File: config.mk
export PLATFORM = sky130hd
export DESIGN_NAME = hilo_muldiv_unit_flat
export DESIGN_NICKNAME = d
export VERILOG_FILES = /design/src/rtl/hilo_muldiv_unit_if.sv /design/src/rtl/hilo_muldiv_unit.sv /design/src/flat_wrapper.sv
export SDC_FILE = /design/constraint.sdc
export NUM_CORES = 1
export LEC_CHECK = 0
export BUFFER_PORTS_ARGS = -buffer_cell sky130_fd_sc_hd__buf_4
export CAP_MARGIN = 20
export CORE_AREA = 2 2 254 181
export CTS_BUF_LIST = sky130_fd_sc_hd__clkbuf_4
export DETAILED_ROUTE_END_ITERATION = 7
export DIE_AREA = 0 0 256 183
export GPL_ROUTABILITY_DRIVEN = 0
export HOLD_SLACK_MARGIN = 0.12
export PLACE_DENSITY = 0.67
export SLEW_MARGIN = 0
export SYNTH_ARGS = -nofsm -noshare
export SYNTH_HDL_FRONTEND = slang
export SYNTH_SLANG_ARGS = --single-unit
File: constraint.sdc
create_clock -name Clk -period 9.17 [get_ports Clk]
set_clock_uncertainty 0.05 [all_clocks]
set_input_delay 0 -clock Clk [delete_from_list [all_inputs] [get_ports Clk]]
set_output_delay 0 -clock Clk [all_outputs]
set_load 0.02 [all_outputs]
File: src/rtl/hilo_muldiv_unit_if.sv
`default_nettype none
// +--------------------------------------------------------------------------+
// | Module   : hilo_muldiv_unit_if                                            |
// | Purpose  : Request/response bundle for the HI/LO multiply-divide unit.    |
// |            master : requester (drives Start/Op/A/B, observes results)     |
// |            slave  : the unit itself                                      |
// | Signals  : Start, Op[3:0], A, B           (requester -> unit)             |
// |            Busy, Done, DivByZero,                                        |
// |            HI_out, LO_out                 (unit -> requester)             |
// | Revision : 1.0  initial release                                           |
// +--------------------------------------------------------------------------+
interface hilo_muldiv_unit_if #(
  parameter int WIDTH = 32
);
  logic             Start;
  logic [3:0]       Op;
  logic [WIDTH-1:0] A;
  logic [WIDTH-1:0] B;
  logic             Busy;
  logic             Done;
  logic             DivByZero;
  logic [WIDTH-1:0] HI_out;
  logic [WIDTH-1:0] LO_out;

  modport master (
    output Start, Op, A, B,
    input  Busy, Done, DivByZero, HI_out, LO_out
  );

  modport slave (
    input  Start, Op, A, B,
    output Busy, Done, DivByZero, HI_out, LO_out
  );
endinterface
`default_nettype wire

File: src/rtl/hilo_muldiv_unit.sv
`default_nettype none
// +--------------------------------------------------------------------------+
// | Module   : hilo_muldiv_unit                                               |
// | Purpose  : MIPS-style HI/LO unit. Iterative radix-2 shift-add multiply    |
// |            and restoring divide, WIDTH steps each, plus mthi/mtlo.        |
// | Ports    : Clk        - clock, rising edge                                |
// |            Reset      - asynchronous, active-low                          |
// |            bus.Start  - request, accepted only in IDLE                    |
// |            bus.Op     - 0 mult,1 multu,2 madd,3 msub,4 div,5 divu,        |
// |                         6 mthi,7 mtlo; anything else ignored             |
// |            bus.A/B    - operands, sampled at acceptance only              |
// |            bus.Busy   - MUL/DIV/FIX in progress                           |
// |            bus.Done   - one-cycle completion pulse                        |
// |            bus.DivByZero - with Done, for div/divu by zero               |
// |            bus.HI_out/LO_out - architectural HI/LO                       |
// | Revision : 1.0  initial release                                           |
// +--------------------------------------------------------------------------+
module hilo_muldiv_unit #(
  parameter int WIDTH      = 32,
  parameter int SIGNED_FIX = 1
) (
  input  logic               Clk,
  input  logic               Reset,
  hilo_muldiv_unit_if.slave  bus
);

  localparam int CW = $clog2(WIDTH);
  localparam logic [CW-1:0] c_LAST = CW'(WIDTH - 1);

  localparam logic [2:0] c_IDLE = 3'd0;
  localparam logic [2:0] c_MUL  = 3'd1;
  localparam logic [2:0] c_DIV  = 3'd2;
  localparam logic [2:0] c_FIX  = 3'd3;
  localparam logic [2:0] c_DONE = 3'd4;

  localparam logic [3:0] c_OP_MULT  = 4'b0000;
  localparam logic [3:0] c_OP_MULTU = 4'b0001;
  localparam logic [3:0] c_OP_MADD  = 4'b0010;
  localparam logic [3:0] c_OP_MSUB  = 4'b0011;
  localparam logic [3:0] c_OP_DIV   = 4'b0100;
  localparam logic [3:0] c_OP_DIVU  = 4'b0101;
  localparam logic [3:0] c_OP_MTHI  = 4'b0110;
  localparam logic [3:0] c_OP_MTLO  = 4'b0111;

  logic [2:0]         r_state;
  logic [CW-1:0]      r_cnt;
  // Multiply: {partial product high, multiplier shifting out low}.
  // Divide:   {partial remainder, dividend shifting into quotient}.
  logic [2*WIDTH-1:0] r_prod;
  logic [WIDTH-1:0]   r_mcand;   // multiplicand or divisor magnitude
  logic               r_neg_q;   // negate product / quotient in FIX
  logic               r_neg_r;   // negate remainder in FIX
  logic [3:0]         r_op;
  logic               r_dbz;
  logic [WIDTH-1:0]   r_hi;
  logic [WIDTH-1:0]   r_lo;

  // ---------------- request decode ----------------
  logic w_signed_op;
  logic w_legal;
  logic w_accept;
  logic w_is_div;
  logic w_sgn;

  assign w_signed_op = (bus.Op == c_OP_MULT) || (bus.Op == c_OP_MADD) ||
                       (bus.Op == c_OP_MSUB) || (bus.Op == c_OP_DIV);
  assign w_legal     = (bus.Op <= c_OP_MTLO) && ((SIGNED_FIX != 0) || !w_signed_op);
  assign w_accept    = bus.Start && (r_state == c_IDLE) && w_legal;
  assign w_is_div    = (bus.Op == c_OP_DIV) || (bus.Op == c_OP_DIVU);
  assign w_sgn       = w_signed_op;

  logic [WIDTH-1:0] w_a_mag;
  logic [WIDTH-1:0] w_b_mag;
  assign w_a_mag = (w_sgn && bus.A[WIDTH-1]) ? -bus.A : bus.A;
  assign w_b_mag = (w_sgn && bus.B[WIDTH-1]) ? -bus.B : bus.B;

  // ---------------- iteration datapath ----------------
  logic [WIDTH:0]     w_mul_sum;
  logic [2*WIDTH-1:0] w_mul_next;
  assign w_mul_sum  = {1'b0, r_prod[2*WIDTH-1:WIDTH]} +
                      (r_prod[0] ? {1'b0, r_mcand} : '0);
  assign w_mul_next = {w_mul_sum, r_prod[WIDTH-1:1]};

  // Restoring step: trial-subtract the divisor from the remainder shifted
  // left by one; a clear borrow bit means the subtraction stands.
  logic [WIDTH:0]     w_div_shift;
  logic [WIDTH:0]     w_div_diff;
  logic [2*WIDTH-1:0] w_div_next;
  assign w_div_shift = r_prod[2*WIDTH-1:WIDTH-1];
  assign w_div_diff  = w_div_shift - {1'b0, r_mcand};
  assign w_div_next  = {(w_div_diff[WIDTH] ? w_div_shift[WIDTH-1:0] : w_div_diff[WIDTH-1:0]),
                        r_prod[WIDTH-2:0], ~w_div_diff[WIDTH]};

  // ---------------- sign fix / write-back ----------------
  logic [2*WIDTH-1:0] w_prod_s;
  logic [WIDTH-1:0]   w_quot_s;
  logic [WIDTH-1:0]   w_rem_s;
  logic [2*WIDTH-1:0] w_fix_hilo;
  assign w_prod_s = r_neg_q ? -r_prod : r_prod;
  assign w_quot_s = r_neg_q ? -r_prod[WIDTH-1:0] : r_prod[WIDTH-1:0];
  assign w_rem_s  = r_neg_r ? -r_prod[2*WIDTH-1:WIDTH] : r_prod[2*WIDTH-1:WIDTH];

  always_comb begin
    w_fix_hilo = w_prod_s;
    case (r_op)
      c_OP_MADD: w_fix_hilo = {r_hi, r_lo} + w_prod_s;
      c_OP_MSUB: w_fix_hilo = {r_hi, r_lo} - w_prod_s;
      c_OP_DIV,
      c_OP_DIVU: w_fix_hilo = {w_rem_s, w_quot_s};
      default:   w_fix_hilo = w_prod_s;
    endcase
  end

  // ---------------- control ----------------
  always_ff @(posedge Clk or negedge Reset) begin
    if (!Reset) begin
      r_state <= c_IDLE;
      r_cnt   <= '0;
      r_prod  <= '0;
      r_mcand <= '0;
      r_neg_q <= 1'b0;
      r_neg_r <= 1'b0;
      r_op    <= '0;
      r_dbz   <= 1'b0;
      r_hi    <= '0;
      r_lo    <= '0;
    end else begin
      case (r_state)
        c_IDLE: begin
          if (w_accept) begin
            r_op  <= bus.Op;
            r_cnt <= '0;
            if (bus.Op == c_OP_MTHI) begin
              r_hi    <= bus.A;
              r_state <= c_DONE;
            end else if (bus.Op == c_OP_MTLO) begin
              r_lo    <= bus.A;
              r_state <= c_DONE;
            end else if (w_is_div) begin
              if (bus.B == '0) begin
                r_dbz   <= 1'b1;
                r_state <= c_DONE;
              end else begin
                r_prod  <= {{WIDTH{1'b0}}, w_a_mag};
                r_mcand <= w_b_mag;
                r_neg_q <= w_sgn & (bus.A[WIDTH-1] ^ bus.B[WIDTH-1]);
                r_neg_r <= w_sgn & bus.A[WIDTH-1];
                r_state <= c_DIV;
              end
            end else begin
              r_prod  <= {{WIDTH{1'b0}}, w_b_mag};
              r_mcand <= w_a_mag;
              r_neg_q <= w_sgn & (bus.A[WIDTH-1] ^ bus.B[WIDTH-1]);
              r_neg_r <= 1'b0;
              r_state <= c_MUL;
            end
          end
        end
        c_MUL: begin
          r_prod <= w_mul_next;
          if (r_cnt == c_LAST) r_state <= c_FIX;
          else                 r_cnt   <= r_cnt + 1'b1;
        end
        c_DIV: begin
          r_prod <= w_div_next;
          if (r_cnt == c_LAST) r_state <= c_FIX;
          else                 r_cnt   <= r_cnt + 1'b1;
        end
        c_FIX: begin
          r_hi    <= w_fix_hilo[2*WIDTH-1:WIDTH];
          r_lo    <= w_fix_hilo[WIDTH-1:0];
          r_state <= c_DONE;
        end
        c_DONE: begin
          r_dbz   <= 1'b0;
          r_state <= c_IDLE;
        end
        default: r_state <= c_IDLE;
      endcase
    end
  end

  assign bus.Busy      = (r_state == c_MUL) || (r_state == c_DIV) || (r_state == c_FIX);
  assign bus.Done      = (r_state == c_DONE);
  assign bus.DivByZero = r_dbz;
  assign bus.HI_out    = r_hi;
  assign bus.LO_out    = r_lo;

endmodule
`default_nettype wire

File: src/flat_wrapper.sv
// flat-port wrapper written by rule: the top's interface ports become plain ports
module hilo_muldiv_unit_flat 
#(
  parameter int WIDTH      = 32,
  parameter int SIGNED_FIX = 1
)
  (Clk, Reset, bus_Start, bus_Op, bus_A, bus_B, bus_Busy, bus_Done, bus_DivByZero, bus_HI_out, bus_LO_out);
  hilo_muldiv_unit_if #(.WIDTH(WIDTH)) bus_i ();
  input  logic Clk;
  input  logic Reset;
  input wire logic [$bits(bus_i.Start)-1:0] bus_Start;
  input wire logic [$bits(bus_i.Op)-1:0] bus_Op;
  input wire logic [$bits(bus_i.A)-1:0] bus_A;
  input wire logic [$bits(bus_i.B)-1:0] bus_B;
  output wire logic [$bits(bus_i.Busy)-1:0] bus_Busy;
  output wire logic [$bits(bus_i.Done)-1:0] bus_Done;
  output wire logic [$bits(bus_i.DivByZero)-1:0] bus_DivByZero;
  output wire logic [$bits(bus_i.HI_out)-1:0] bus_HI_out;
  output wire logic [$bits(bus_i.LO_out)-1:0] bus_LO_out;
  assign bus_i.Start = bus_Start;
  assign bus_i.Op = bus_Op;
  assign bus_i.A = bus_A;
  assign bus_i.B = bus_B;
  assign bus_Busy = bus_i.Busy;
  assign bus_Done = bus_i.Done;
  assign bus_DivByZero = bus_i.DivByZero;
  assign bus_HI_out = bus_i.HI_out;
  assign bus_LO_out = bus_i.LO_out;
  hilo_muldiv_unit #(.WIDTH(WIDTH), .SIGNED_FIX(SIGNED_FIX)) u_core (.Clk(Clk), .Reset(Reset), .bus(bus_i));
endmodule
# Word level (Yosys, flattened, before mapping)
# Index checks and enable logic that the tools add are counted.
# classes
mux,43
addsub,10
reduce_logical,27
magnitude_cmp,1
bitwise_logic,6
eq_ne,26
# ops
cell,count
two-way mux 32 bit,13
two-way mux 64 bit,6
one-hot mux 64 bit (3 select lines),2
negation 32 bit,4
one-hot mux 32 bit (2 select lines),2
adder 64 bit,1
negation 64 bit,1
subtractor 64 bit,1
adder 32 x 33 -> 33 bit,1
subtractor 33 x 32 -> 33 bit,1
logical NOT 32 bit,1
"== test 4 x 3 -> 1 bit, second input constant",6
two-way mux 3 bit,6
"== test 4 x 2 -> 1 bit, second input constant",4
"inequality test 2 bit, second input constant",7
two-way mux 5 bit,2
one-hot mux 5 bit (2 select lines),1
AND reduction 5 bit,2
two-way mux 1 bit,9
one-hot mux 3 bit (3 select lines),1
"== test 3 x 2 -> 1 bit, second input constant",2
logical OR 1 bit,6
"inequality test 2 x 1 -> 1 bit, second input constant",3
AND reduction 3 bit,2
other kinds (19),29
# totals
inputBits,71
wordCells,123
ff_bits,175

# Longest topological paths before layout
# depth
word_depth,12
mapped_depth,30

# Worst setup path before layout
# OpenSTA, ideal clock, no wires.
# synth_timing
path_kind,register to register
from,reg u_core.r_prod[0]
to,reg u_core.r_hi[28] (netlist: u_core.bus.HI_out[28])
t_arrival_ns,5.957
setup_ns,0.137
synth_period_minus_slack_ns,6.144
path_slack_ns,3.026
required_ns,8.983
path_stages_with_launch,31
path_cell_list,dfrtp_1 > buf_2 > inv_1 > buf_1 > ha_1 > buf_4 > nor3b_2 > nand4_4 > or3_1 > buf_6 > o21ai_1 > xor2_1 > nand3_2 > nor4b_4 > nand2_2 > nor2_2 > a31oi_1 > xor2_1 > ha_1 > clkbuf_1 > nand2_1 > nor2_1 > nand2_1 > or3_1 > nor3_1 > a21oi_1 > o211ai_1 > a31oi_1 > xnor2_1 > a21oi_1 > a21oi_1
# synth_between
elab_chain_len,5
# synth_rtl
element,line_no,text
start: declaration,hilo_muldiv_unit.sv:49,logic [2*WIDTH-1:0] r_prod;
start signal: assignment,hilo_muldiv_unit.sv:144,"r_prod <= {{WIDTH{1'b0}}, w_a_mag};"
start signal: assignment,hilo_muldiv_unit.sv:151,"r_prod <= {{WIDTH{1'b0}}, w_b_mag};"
start signal: assignment,hilo_muldiv_unit.sv:160,r_prod <= w_mul_next;
negation 64 bit,hilo_muldiv_unit.sv:99,assign w_prod_s = r_neg_q ? -r_prod : r_prod;
two-way mux 64 bit (*),hilo_muldiv_unit.sv:99,
subtractor 64 bit / adder 64 bit (equally long branches),"hilo_muldiv_unit.sv:107, hilo_muldiv_unit.sv:106",
one-hot mux 64 bit (3 select lines) (*),hilo_muldiv_unit.sv:105,case (r_op)
one-hot mux 32 bit (2 select lines) (*),hilo_muldiv_unit.sv:128,case (r_state)
end signal: assignment,hilo_muldiv_unit.sv:134,r_hi <= bus.A;
end signal: assignment,hilo_muldiv_unit.sv:170,r_hi <= w_fix_hilo[2*WIDTH-1:WIDTH];
end: declaration,hilo_muldiv_unit.sv:55,logic [WIDTH-1:0] r_hi;
# Mark *: on every way between the ends. The rest lies on a longest branch, timed or not.
# A chain may end at the register's enable or synchronous reset.

# Worst setup path after layout
# layout_timing
from,reg u_core.r_prod[0]
to,reg u_core.r_hi[25] (netlist: u_core.bus.HI_out[25])
# The elaborated chain is that of the path after synthesis.

==> run metrics <==
CTS root buf=clkbuf_4; Initial Util=49.5%; prevailing post-synth register cell=dfrtp_1; slew margin rel.=33.2%; CP startpoint kind=flip-flop; period utilization=86.5%; RSZ-0062 raised after global routing=no; vias in the first global route=22400; Crit. End Element=flip-flop; die area=46800 um^2; drt wl/cell=22.7 um; Antenna Violating Nets Remaining=0; DIE WIDTH=256 um; CTS tree=done; hold_ws=209 ps; Syn. warnings=0; Core Box Area=44500 um^2; Max Freq=0.126 GHz; Worst EP required=9660 ps; Yosys cell types=98; Post-synth EDFFs=0; synthesized instance count=2957; vias post-DR=23900; drt drc=0; Starting DRT DRC Count=3118; Vias/cell=6.49; gr usage total=35.1%; Setup Fix Bufs, Post-CTS=0; std cell rows=65; kind of critical path=reg -> reg; Max H-tree Level=4; Slew Viols, Final=0; post-cts sizing count=0; final setup fails=0; Clock Sink Count=175; clk_lat worst skew=690 ps; initial antenna violation count=0; worst hold path type=in -> reg; post-DP HPWL=61.9 mm; Clock transition at path regs=200 ps; largest net degree at the start of global routing=95; synthesis-to-layout area growth=13.1%; CTS Buffer Depth=2; outcome=finished clean; Routed WL=83.6 mm; Post-CTS Hold Buffers=135; layout cells sized above 1=9.18%; Final min period=7930 ps; R2R cell count=23; Ports=138; Synth Cell Area=22000 um^2; final hold violation count=0; max-cap check violation count=0; first-pass GRT wire length=129 mm; register area share after synthesis=19.9%; setup TNS=0 ps; GR Overflow Total=0; Post-Synthesis Net Count=3164; Avg Cell Area, Syn=7.44 um^2; DRT Pass-1 Iters=6; CP Max Fanout=33; worst slew pin tran=977 ps; Die Ht=183 um; CTS Buf Count=17; Nets=3277; Post-synth ARST share=100%; Worst EP arrival=8420 ps; #FFs+latches synth=175; I/O Buffers=137; Hold Crit Depth=4; fill count=4158
[worst max-delay path: stages (launching register included)]
cell,delay (ps)
dfrtp_1,580
inv_1,100
buf_4,370
ha_1,430
nor3b_2,600
nand3_1,340
o31ai_1,470
xor2_1,170
nand4_1,150
nor3b_1,380
nor2b_1,330
nor2_1,90
xor2_1,160
ha_1,410
nand2_1,130
nor3_1,270
nand3_1,140
a2111oi_0,790
o21ai_0,250
a21oi_1,340
o21ai_0,380
o31ai_1,440
mux2i_1,260
o211ai_1,120
[logic make-up after synthesis]
kind of cell,Yosys count,share of synthesized area (%)
simple gates,919,20.5
xor+xnor,315,12.6
compound gates,1040,30.6
flops,175,19.9
buf+inv,311,5.71
mux,61,2.81
fa+ha+maj,136,7.84
[synthesized netlist by cell type, drive strengths merged (7+ instances only)]
library cell / count / share of area, %
nand3: 48 / 1.1
o21a: 18 / 0.61
a221oi: 32 / 1.3
nor3: 54 / 1.3
inv: 104 / 1.8
o31ai: 46 / 1.7
o21bai: 23 / 0.78
nand2b: 23 / 0.65
ha: 133 / 7.6
mux2i: 55 / 2.5
o211ai: 24 / 0.82
o21ai: 261 / 6.0
o221ai: 15 / 0.60
o41ai: 33 / 1.8
or4: 15 / 0.55
clkbuf: 159 / 2.7
nor4: 22 / 1.1
dfrtp: 175 / 20
and2: 17 / 0.48
nor3b: 7 / 0.26
buf: 48 / 1.2
or2: 17 / 0.48
o22ai: 16 / 0.45
nor2: 267 / 4.6
nand4: 36 / 1.2
xnor2: 158 / 6.3
nand2: 301 / 5.1
nor2b: 18 / 0.51
and3: 30 / 0.85
and4: 9 / 0.36
a21oi: 281 / 6.4
xor2: 157 / 6.3
a211o: 7 / 0.28
a22oi: 32 / 1.1
a21o: 78 / 2.7
a31oi: 37 / 1.1
a211oi: 71 / 2.4
or3: 32 / 0.93
[stage by stage]
stage               cell area [um^2]  std cells  utilization (%)  worst slack [ps]
detailed placement             23200       3517             52.1              1590
floorplan                      22000       2957                -              3030
global placement               23200       3517             52.1              1880
CTS                            24800       3684             55.8              1480
finish                         24900       3687             55.9              1240
global route                   24900       3686             55.9               522
[flip-flops by register name (all words and copies together) (netlist names)]
signal and cells:
u_core.bus.HI_out 32, u_core.r_prod 64, u_core.r_neg_q 1, u_core.r_mcand 32, u_core.r_state 3, u_core.r_neg_r 1, u_core.bus.LO_out 32, u_core.r_op 4
u_core.r_cnt 5, u_core.bus.DivByZero 1
[cell type report]
| type | count | area (um^2) | share of cell area [%] |
|---|---|---|---|
| Antenna cell | 1 | 2.50 | 0.0101 |
| Clock inverter | 14 | 141 | 0.568 |
| Clock buffer | 18 | 135 | 0.543 |
| Sequential cell | 175 | 4380 | 17.6 |
| Timing Repair Buffer | 301 | 2660 | 10.7 |
| Inverter | 104 | 390 | 1.57 |
| Multi-Input combinational cell | 2471 | 16400 | 66.0 |
| Tap cell | 603 | 754 | 3.03 |
[placed cells by master, fill, tap and decap left out, drive strengths merged, types with 18 or more instances in the layout]
cell and count:
ha 133, nand2b 23, a31oi 37, a22oi 32
dfrtp 175, nand2 301, nor2 267, mux2i 55
a21o 78, dlygate4sd3 134, and3 30, o31ai 46
o211ai 24, xnor2 158, o41ai 33, o21ai 261
xor2 157, nor4 22, buf 166, nand4 36
or3 32, a21oi 281, o21a 18, nand3 48
clkbuf 19, nor2b 18, nor3 54, a221oi 32
o21bai 23, a211oi 71, inv 112
[metal layers]
| metal | wire length, um | track usage [%] |
|---|---|---|
| met3 | 9010 | 7.82 |
| met5 | 0 | 0 |
| met4 | 4170 | 15.7 |
| met1 | 35800 | 48.5 |
| met2 | 34700 | 52.3 |
[final timing paths]
path / startpoint / to / slack (ps)
worst max-delay path: u_core.r_prod[0]$_DFFE_PN0P_ / u_core.bus.HI_out[25]$_DFFE_PN0P_ / 1240
worst min-delay path: bus_A[24] / u_core.bus.LO_out[24]$_DFFE_PN0P_ / 210
worst max register to register: u_core.r_prod[0]$_DFFE_PN0P_ / u_core.bus.HI_out[25]$_DFFE_PN0P_ / 1240
worst min register to register: u_core.r_cnt[2]$_DFFE_PN0P_ / u_core.r_cnt[2]$_DFFE_PN0P_ / 460
max in group asynchronous: Reset / u_core.bus.HI_out[11]$_DFFE_PN0P_ / 7940
min in group asynchronous: Reset / u_core.r_prod[53]$_DFFE_PN0P_ / 370
Power is not shown: default switching activity piles up to over one toggle a cycle in this logic, so the estimate is an artifact.
